--- src/rtl/spu_io_pkg.sv ---
// Shared types and constants for the SPU host I/O bridge.
package spu_io_pkg;

  localparam int BYTE_W = 8;

  typedef enum logic [1:0] {
    ST_LOAD  = 2'd0,
    ST_ISSUE = 2'd1,
    ST_WAIT  = 2'd2,
    ST_DRAIN = 2'd3
  } state_t;

  // Index width for a byte counter over n bytes; at least one bit so a
  // single-byte store still has a legal index port.
  function automatic int idx_width(input int n);
    return (n > 1) ? $clog2(n) : 1;
  endfunction

endpackage

--- src/rtl/spu_byte_shreg.sv ---
// Byte-addressed register: single-byte indexed writes, plus a parallel
// whole-word load used when a complete word arrives at once.
module spu_byte_shreg
  import spu_io_pkg::*;
#(
  parameter int N_BYTES = 2,
  parameter int IDX_W   = 1
) (
  input  logic                      clk,
  input  logic                      rst,
  input  logic                      we,
  input  logic [IDX_W-1:0]          idx,
  input  logic [BYTE_W-1:0]         din,
  input  logic                      ld,
  input  logic [N_BYTES*BYTE_W-1:0] ld_data,
  output logic [N_BYTES*BYTE_W-1:0] dout
);

  logic [BYTE_W-1:0] bytes_reg [N_BYTES];

  generate
    for (genvar gi = 0; gi < N_BYTES; gi++) begin : g_byte
      // Each byte lane: cleared on reset, whole-word load wins over indexed write.
      always_ff @(posedge clk) begin
        if (rst) begin
          bytes_reg[gi] <= '0;
        end else if (ld) begin
          bytes_reg[gi] <= ld_data[gi*BYTE_W +: BYTE_W];
        end else if (we && (idx == IDX_W'(gi))) begin
          bytes_reg[gi] <= din;
        end
      end
      assign dout[gi*BYTE_W +: BYTE_W] = bytes_reg[gi];
    end
  endgenerate

endmodule

--- src/rtl/spu_io_bridge.sv ---
// Byte-serial host bridge: gathers operand bytes, hands the operand vector
// to the core, captures its result and streams it back byte by byte.
module spu_io_bridge
  import spu_io_pkg::*;
#(
  parameter int DATA_W = 16,
  parameter int N_OPS  = 2
) (
  input  logic                    clk,
  input  logic                    rst,
  input  logic [7:0]              in_byte,
  input  logic                    in_stb,
  output logic                    in_rdy,
  output logic [N_OPS*DATA_W-1:0] ops_data,
  output logic                    ops_valid,
  input  logic                    ops_ready,
  input  logic [DATA_W-1:0]       res_data,
  input  logic                    res_valid,
  output logic                    res_ready,
  output logic [7:0]              out_byte,
  output logic                    out_stb,
  input  logic                    out_ack,
  output logic                    busy,
  output logic                    err
);

  localparam int IN_BYTES  = N_OPS * DATA_W / BYTE_W;
  localparam int OUT_BYTES = DATA_W / BYTE_W;
  localparam int IN_W      = idx_width(IN_BYTES);
  localparam int OUT_W     = idx_width(OUT_BYTES);
  localparam logic [IN_W-1:0]  IN_LAST  = IN_W'(IN_BYTES - 1);
  localparam logic [OUT_W-1:0] OUT_LAST = OUT_W'(OUT_BYTES - 1);

  state_t             state_reg;
  logic [IN_W-1:0]    in_cnt_reg;
  logic [OUT_W-1:0]   out_cnt_reg;
  logic               err_reg;
  logic [DATA_W-1:0]  res_word;

  logic in_fire;
  logic res_fire;
  logic out_fire;

  // Handshake strobes are pure state decodes so no input reaches an output.
  assign in_rdy    = (state_reg == ST_LOAD);
  assign ops_valid = (state_reg == ST_ISSUE);
  assign res_ready = (state_reg == ST_WAIT);
  assign out_stb   = (state_reg == ST_DRAIN);
  assign busy      = (state_reg != ST_LOAD);
  assign err       = err_reg;

  assign in_fire  = in_stb    && (state_reg == ST_LOAD);
  assign res_fire = res_valid && (state_reg == ST_WAIT);
  assign out_fire = out_ack   && (state_reg == ST_DRAIN);

  // Result is sent least-significant byte first.
  assign out_byte = res_word[out_cnt_reg*BYTE_W +: BYTE_W];

  // Transaction sequencer with input and output byte counters.
  always_ff @(posedge clk) begin
    if (rst) begin
      state_reg   <= ST_LOAD;
      in_cnt_reg  <= '0;
      out_cnt_reg <= '0;
    end else begin
      unique case (state_reg)
        ST_LOAD: begin
          if (in_fire) begin
            if (in_cnt_reg == IN_LAST) begin
              in_cnt_reg <= '0;
              state_reg  <= ST_ISSUE;
            end else begin
              in_cnt_reg <= in_cnt_reg + 1'b1;
            end
          end
        end
        ST_ISSUE: begin
          if (ops_ready) state_reg <= ST_WAIT;
        end
        ST_WAIT: begin
          if (res_fire) state_reg <= ST_DRAIN;
        end
        ST_DRAIN: begin
          if (out_fire) begin
            if (out_cnt_reg == OUT_LAST) begin
              out_cnt_reg <= '0;
              in_cnt_reg  <= '0;
              state_reg   <= ST_LOAD;
            end else begin
              out_cnt_reg <= out_cnt_reg + 1'b1;
            end
          end
        end
        default: state_reg <= ST_LOAD;
      endcase
    end
  end

  // Sticky error: a byte offered while not ready, or an ack with nothing shown.
  always_ff @(posedge clk) begin
    if (rst) begin
      err_reg <= 1'b0;
    end else if ((in_stb && !in_fire) || (out_ack && !out_fire)) begin
      err_reg <= 1'b1;
    end
  end

  spu_byte_shreg #(
    .N_BYTES (IN_BYTES),
    .IDX_W   (IN_W)
  ) u_ops_store (
    .clk     (clk),
    .rst     (rst),
    .we      (in_fire),
    .idx     (in_cnt_reg),
    .din     (in_byte),
    .ld      (1'b0),
    .ld_data ('0),
    .dout    (ops_data)
  );

  spu_byte_shreg #(
    .N_BYTES (OUT_BYTES),
    .IDX_W   (OUT_W)
  ) u_res_store (
    .clk     (clk),
    .rst     (rst),
    .we      (1'b0),
    .idx     ('0),
    .din     ('0),
    .ld      (res_fire),
    .ld_data (res_data),
    .dout    (res_word)
  );

endmodule
--- config.mk ---
export PLATFORM = sky130hd
export DESIGN_NAME = spu_io_bridge
export DESIGN_NICKNAME = d
export VERILOG_FILES = /design/src/rtl/spu_io_pkg.sv /design/src/rtl/spu_byte_shreg.sv /design/src/rtl/spu_io_bridge.sv
export SDC_FILE = /design/constraint.sdc
export NUM_CORES = 1
export LEC_CHECK = 0
export BUFFER_PORTS_ARGS = -buffer_cell sky130_fd_sc_hd__buf_2
export CORE_MARGIN = 2
export CORE_UTILIZATION = 30
export CTS_CLUSTER_DIAMETER = 150
export DETAILED_ROUTE_END_ITERATION = 6
export PLACE_DENSITY_LB_ADDON = 0.12
export SYNTH_ARGS = -nofsm -noshare
export SYNTH_HDL_FRONTEND = slang
export SYNTH_SLANG_ARGS = --single-unit
--- constraint.sdc ---
create_clock -name clk -period 4.69 [get_ports clk]
set_input_delay 0.938 -clock clk [delete_from_list [all_inputs] [get_ports clk]]
set_output_delay 0.938 -clock clk [all_outputs]
set_load 0.05 [all_outputs]
After elaboration in Yosys (flattened, before gate mapping)
Memories as Yosys holds them, arrays and structs flattened.
Cells that the tools add are included.
{"block": "word_totals", "regBits": 6, "latch_bits": 0, "ramBits": 48, "romBits": 0, "elab_cells": 80, "mem_count": 2}
{"block": "op_classes", "add_sub_neg": 2, "mul": 0, "div": 0, "order_cmp": 0, "n_eq_ne": 12, "shifts": 1, "mux": 34, "bitwise_logic": 6, "n_reduce_logical": 19}
{"memory": "u_ops_store.bytes_reg", "words": 4, "width": 8, "rd": 4, "rd_ports_with_merged_regs": 0, "wr": 4, "line": "spu_byte_shreg.sv:19", "rtl": "logic [BYTE_W-1:0] bytes_reg [N_BYTES];"}
{"memory": "u_res_store.bytes_reg", "words": 2, "width": 8, "rd": 2, "rd_ports_with_merged_regs": 0, "wr": 2, "line": "spu_byte_shreg.sv:19"}
{"operator": "$mux W8", "n": 6}
{"operator": "$mux W1", "n": 18}
{"operator": "$mux W2", "n": 8}
{"operator": "$shiftx A16 B5 Y8", "n": 1}
{"operator": "$ne A2 B1 Y1 const B", "n": 6}
{"operator": "$logic_and A1 B1 Y1", "n": 9}
{"operator": "$eq A2 B2 Y1 const B", "n": 4}
{"operator": "$pmux W2 S4", "n": 1}
{"operator": "$or A1 B1 Y1", "n": 6}
{"operator": "$reduce_and A6 Y1", "n": 1}
{"operator": "$eq A2 B1 Y1 const B", "n": 2}
{"operator": "$logic_not A2 Y1", "n": 2}
{"operator": "$pmux W2 S2", "n": 1}
{"operator": "$reduce_and A4 Y1", "n": 1}
{"operator": "$reduce_bool A2 Y1", "n": 2}
{"operator": "$add A2 B1 Y2 const B", "n": 1}
{"operator": "$logic_not A1 Y1", "n": 2}
{"operator": "$reduce_and A2 Y1", "n": 1}
{"operator": "$add A1 B1 Y1 const B", "n": 1}
{"operator": "$logic_or A1 B1 Y1", "n": 1}

Depth between registers and ports, before layout
{"block": "logic_depth", "word_depth": 7, "mapped_depth": 7}

Hierarchy
Synthesis repeated with hierarchy kept, for this count alone.
{"block": "unflattened", "hier_cells": 221, "area_unflattened_um2": 2872.8}
{"module": "spu_byte_shreg at u_ops_store", "instances": 1, "cells_per_inst": 93, "area_each_um2": 1521.5}
{"module": "spu_byte_shreg at u_res_store", "instances": 1, "cells_per_inst": 76, "area_each_um2": 859.6}
{"module": "spu_io_bridge", "instances": 1, "cells_per_inst": 52, "area_each_um2": 491.7}

Worst setup path after synthesis
OpenSTA, ideal clock, no wires.
{"block": "synth_path", "path_type": "input to register", "start": "input port rst", "end": "memory u_res_store.bytes_reg[0][0] (enable)", "arrival_time_ns": 1.700, "required_ns": 4.315, "slack_ns": 2.615, "cell_stages": 2, "path_cell_list": "clkbuf_1 nand2b_1"}
{"item": "from (decl)", "line": "spu_io_bridge.sv:10", "rtl": "input logic rst,"}
{"item": "to (decl)", "line": "spu_byte_shreg.sv:19"}

Worst setup path in the final report
{"block": "layout_path", "start": "register out_cnt_reg", "end": "output port out_byte[4]"}
{"block": "layout_via", "elab_chain_cells": 1}
{"item": "from (decl)", "line": "spu_io_bridge.sv:36", "rtl": "logic [OUT_W-1:0] out_cnt_reg;"}
{"item": "from (signal assigned)", "line": "spu_io_bridge.sv:90", "rtl": "out_cnt_reg <= out_cnt_reg + 1'b1;"}
{"item": "$shiftx A16 B5 Y8", "line": "spu_io_bridge.sv:57", "rtl": "assign out_byte = res_word[out_cnt_reg*BYTE_W +: BYTE_W];"}
{"item": "to (decl)", "line": "spu_io_bridge.sv:20", "rtl": "output logic [7:0] out_byte,"}
Every way passes these cells.

==> summary by stage <==
Yosys
Of the total synthesized cell area, the portion taken by XOR and XNOR cells is 0.00366. Of the total synthesized cell area, the portion taken by full adders, half adders and majority gates is 0.0470. The mux share of post-synthesis cell area is 0.0418. The number of enable-type register cells in the synthesized netlist is 48. The combinational family with the most area after synthesis is simple AND/OR/NAND/NOR gates. Yosys printed 0 warnings. The area fraction in and, or, nand and nor cells after synthesis is 0.179. Counting flops and latches in the post-synthesis netlist gives 54. The area share of the largest cell type after synthesis is 0.602. The net count of the mapped netlist is 208. The per-instance average area after synthesis is 14.2 um^2. The synthesized area is 0.00239 mm^2. The share of flip-flops with an asynchronous set or reset is 0. The most used flip-flop cell after synthesis is edfxtp_1. Ranked by instance count, the synthesized netlist is headed by and2_1, edfxtp_1, ha_1, inv_1, mux2_2. After synthesis, the netlist uses 29 different library cells. The number of cells produced by synthesis is 169. The post-synthesis compound-gate area fraction is 0.0491. The biggest area contributor in the post-synthesis netlist is edfxtp_1. In the post-synthesis netlist, the biggest area contributors are edfxtp_1, and2_1, dfxtp_1. For this run, the register share of the synthesized area comes to 0.652.

Timing
Between clock sinks in the finished design, the worst skew comes to 9.59 ps. The ratio of final minimum period to clock period is 0.532. For the pin with the worst max-slew slack, the measured transition is 782 ps. Summed over all failing endpoints, the final setup total negative slack is 0 ps. The final-report max-slew violation count came to 0. The minimum period implied by the final worst setup slack is 2490 ps. Setup violations remaining at the end of the flow were counted as 0. Headroom to the max-slew limit came out at 0.477. The number of hold-slack violations in the final timing report is 0. The worst hold slack across all endpoints is 503 ps. Setup repair after global routing left no endpoint under its margin. The maximum clock rate is 401 MHz.

Clock tree
The insertion delay of the later-clocked pin in the worst-skew pair is 300 ps. For this design, the CTS-stage hold fixing added 0 buffers. The clock net in this run drives a total of 54 sinks. The post-CTS setup buffer count is 0. Buffers inserted during clock tree synthesis total 5. The number of H-tree levels is 2. The number of buffers on the longest clock path is 2. The number of cells upsized or downsized after cts is 0.

TritonCTS built the clock tree. After clock tree synthesis, the clock-pin slew on the worst setup and hold paths is 100 ps. The buffer type at the clock tree root is clkbuf_8.

Routing
The final wirelength is 4820 um. The final route contains 1509 vias. The number of DRC markers in iteration 0 is 30. After detailed routing, the average wire length per cell comes to 13.8 um. After detailed routing, the number of remaining DRC violations is 0. After detailed routing, the number of vias per cell comes to 4.32.

The first detailed-routing pass took 4 iterations. In this run the remaining antenna-violating nets after routing total 0.

Die
The starting density of the core is 0.310. The floorplan die height is 93.3 um. The overall die area is 0.00871 mm^2. During I/O placement, the number of pins put on the boundary was 76. The initialized floorplan defines 32 standard-cell rows.

The die boundary width is 93.3 um. The floorplan step defined a core boundary enclosing 0.00773 mm^2.

Worst setup path
The maximum fanout count along the critical path is 11. The required time at the endpoint of the critical path is 3750 ps. At the worst endpoint, the arrival time is 1560 ps. The critical setup path kind is flip-flop to output port. The setup slack of the worst register-to-register path is 2900 ps. The number of cells traversed by the worst register-to-register path is 5. The endpoint identified for the worst register-to-register timing path is u_res_store.bytes_reg[1][6]. The endpoint kind of the worst setup timing path is an output port. The launch instance of the worst register-to-register path is state_reg[0]. STA classifies the critical path startpoint as a flip-flop.

Final layout
The area growth from synthesis to final layout is 24.3%. Of the cells placed in the final design, the portion with a size suffix greater than 1 is 0.397. The count of cells in the finished layout, fillers not included, comes to 349.

The repair_antennas step left the layout with diodes totalling 0. Fill cells in the final layout number 780. The register with the most flip-flops in the layout has 32 of them. The net total in the final layout is 285.

Worst hold path
The worst hold path begins at err. The worst min-delay path endpoint is err. The min-delay analysis places its worst path in the category flip-flop to flip-flop.

The worst hold path was traced through 2 stages.

Global route
The overall track demand over capacity in global routing is 0.117. The via count of the first global-routing pass is 1489. The number of antenna violations at the first check in global routing was 0. The first global-routing pass estimated 7730 um of wire. Entering global routing, the biggest net connects 18 pins.

Summed over all layers, the global routing overflow is 0.

Run status
The flow ran to the end, and the final reports show no timing, DRC or antenna violations.

Placement
The count of input and output buffers is 75. After detailed placement, the design holds a cell count of 341. The HPWL reported at the end of detailed placement is 3530 um. Routability-driven placement finished with a final weighted congestion of 0.706.

Pwr
The power density over cell area is 366 mW/mm^2. In this run the static leakage power is 1.31 nW. The peak supply drop is 0.112 mV.

Job
The number of violations of the max-capacitance limit is 0.
-- stage by stage --
step	setup WS, ps	instance area [um^2]	util	power (mW)
3_3_place_gp	2440	2870	0.371	0.792
6_report	2200	2980	0.385	1.09
4_1_cts	2140	2980	0.385	1.10
5_1_grt	2080	2980	0.385	1.14
2_1_floorplan	2610	2390	-	0.735
3_5_place_dp	2420	2870	0.371	0.791
-- area by class of cell --
type	instances	area, um^2	area share
Timing Repair Buffer	75	375	0.126
Tap cell	102	128	0.0429
Clock buffer	6	72.6	0.0244
Clock inverter	2	37.5	0.0126
Sequential cell	54	1560	0.525
Multi-Input combinational cell	101	767	0.258
Inverter	9	33.8	0.0114
-- kinds of logic (layout without fill, tap and decap cells) --
logic type / Yosys count / after routing
AOI/OAI and AO/OA: 12 / 12
xor gates and xnor gates: 1 / 1
adders and majority gates: 9 / 9
buffers and inverters: 14 / 92
DFF: 54 / 54
muxes: 9 / 9
and+or+nand+nor: 70 / 70
-- power by group --
part,switching (mW),total [mW],internal [mW],leakage (nW)
sequential,0.0117,0.570,0.559,0.550
combinational,0.157,0.207,0.0505,0.711
clock,0.152,0.311,0.160,0.0514
total,0.320,1.09,0.769,1.31
-- how the worst max path moves through the flow --
stage                 from                     endpoint  slack, ps  cells after the start
2_1_floorplan          rst  u_res_store.bytes_reg[0][0]       2610                      2
3_3_place_gp           rst  u_res_store.bytes_reg[0][6]       2440                      2
3_5_place_dp           rst  u_res_store.bytes_reg[0][6]       2420                      2
4_1_cts        out_cnt_reg                  out_byte[3]       2140                      2
5_1_grt        out_cnt_reg                  out_byte[3]       2080                      2
6_report       out_cnt_reg                  out_byte[4]       2200                      2
-- per-layer routing --
metal	GRT usage	share of wire	vias to the layer above
met5	0	0	-
met4	0.0331	0.011	0
met3	0.0306	0.064	7
met2	0.190	0.47	54
met1	0.153	0.45	707
li1	-	-	741
-- critical path: stages (launching register included) --
cell and delay (ps):
dfxtp_1 650, mux2_2 390, buf_2 210
-- cell usage in the layout, fill, tap and decap left out --
master       n
nand3_1      3
ha_1         9
clkbuf_1     1
a21oi_1      2
mux2_2       8
and4b_1      3
o31ai_1      1
a2bb2oi_1    1
nor2b_1      1
nor4_1       1
mux2i_1      1
nand2_1      4
inv_1        9
and2_1      48
xor2_1       1
a21oi_2      1
a21o_2       1
dfxtp_1      6
bufinv_16    1
clkinvlp_4   1
buf_2       75
a221oi_1     1
a31o_2       3
nor2b_4      1
nand2b_1     3
a221oi_4     1
clkbuf_8     5
edfxtp_1    48
nor2_1       6
a211oi_2     1
(Power assumes the default switching activity.)
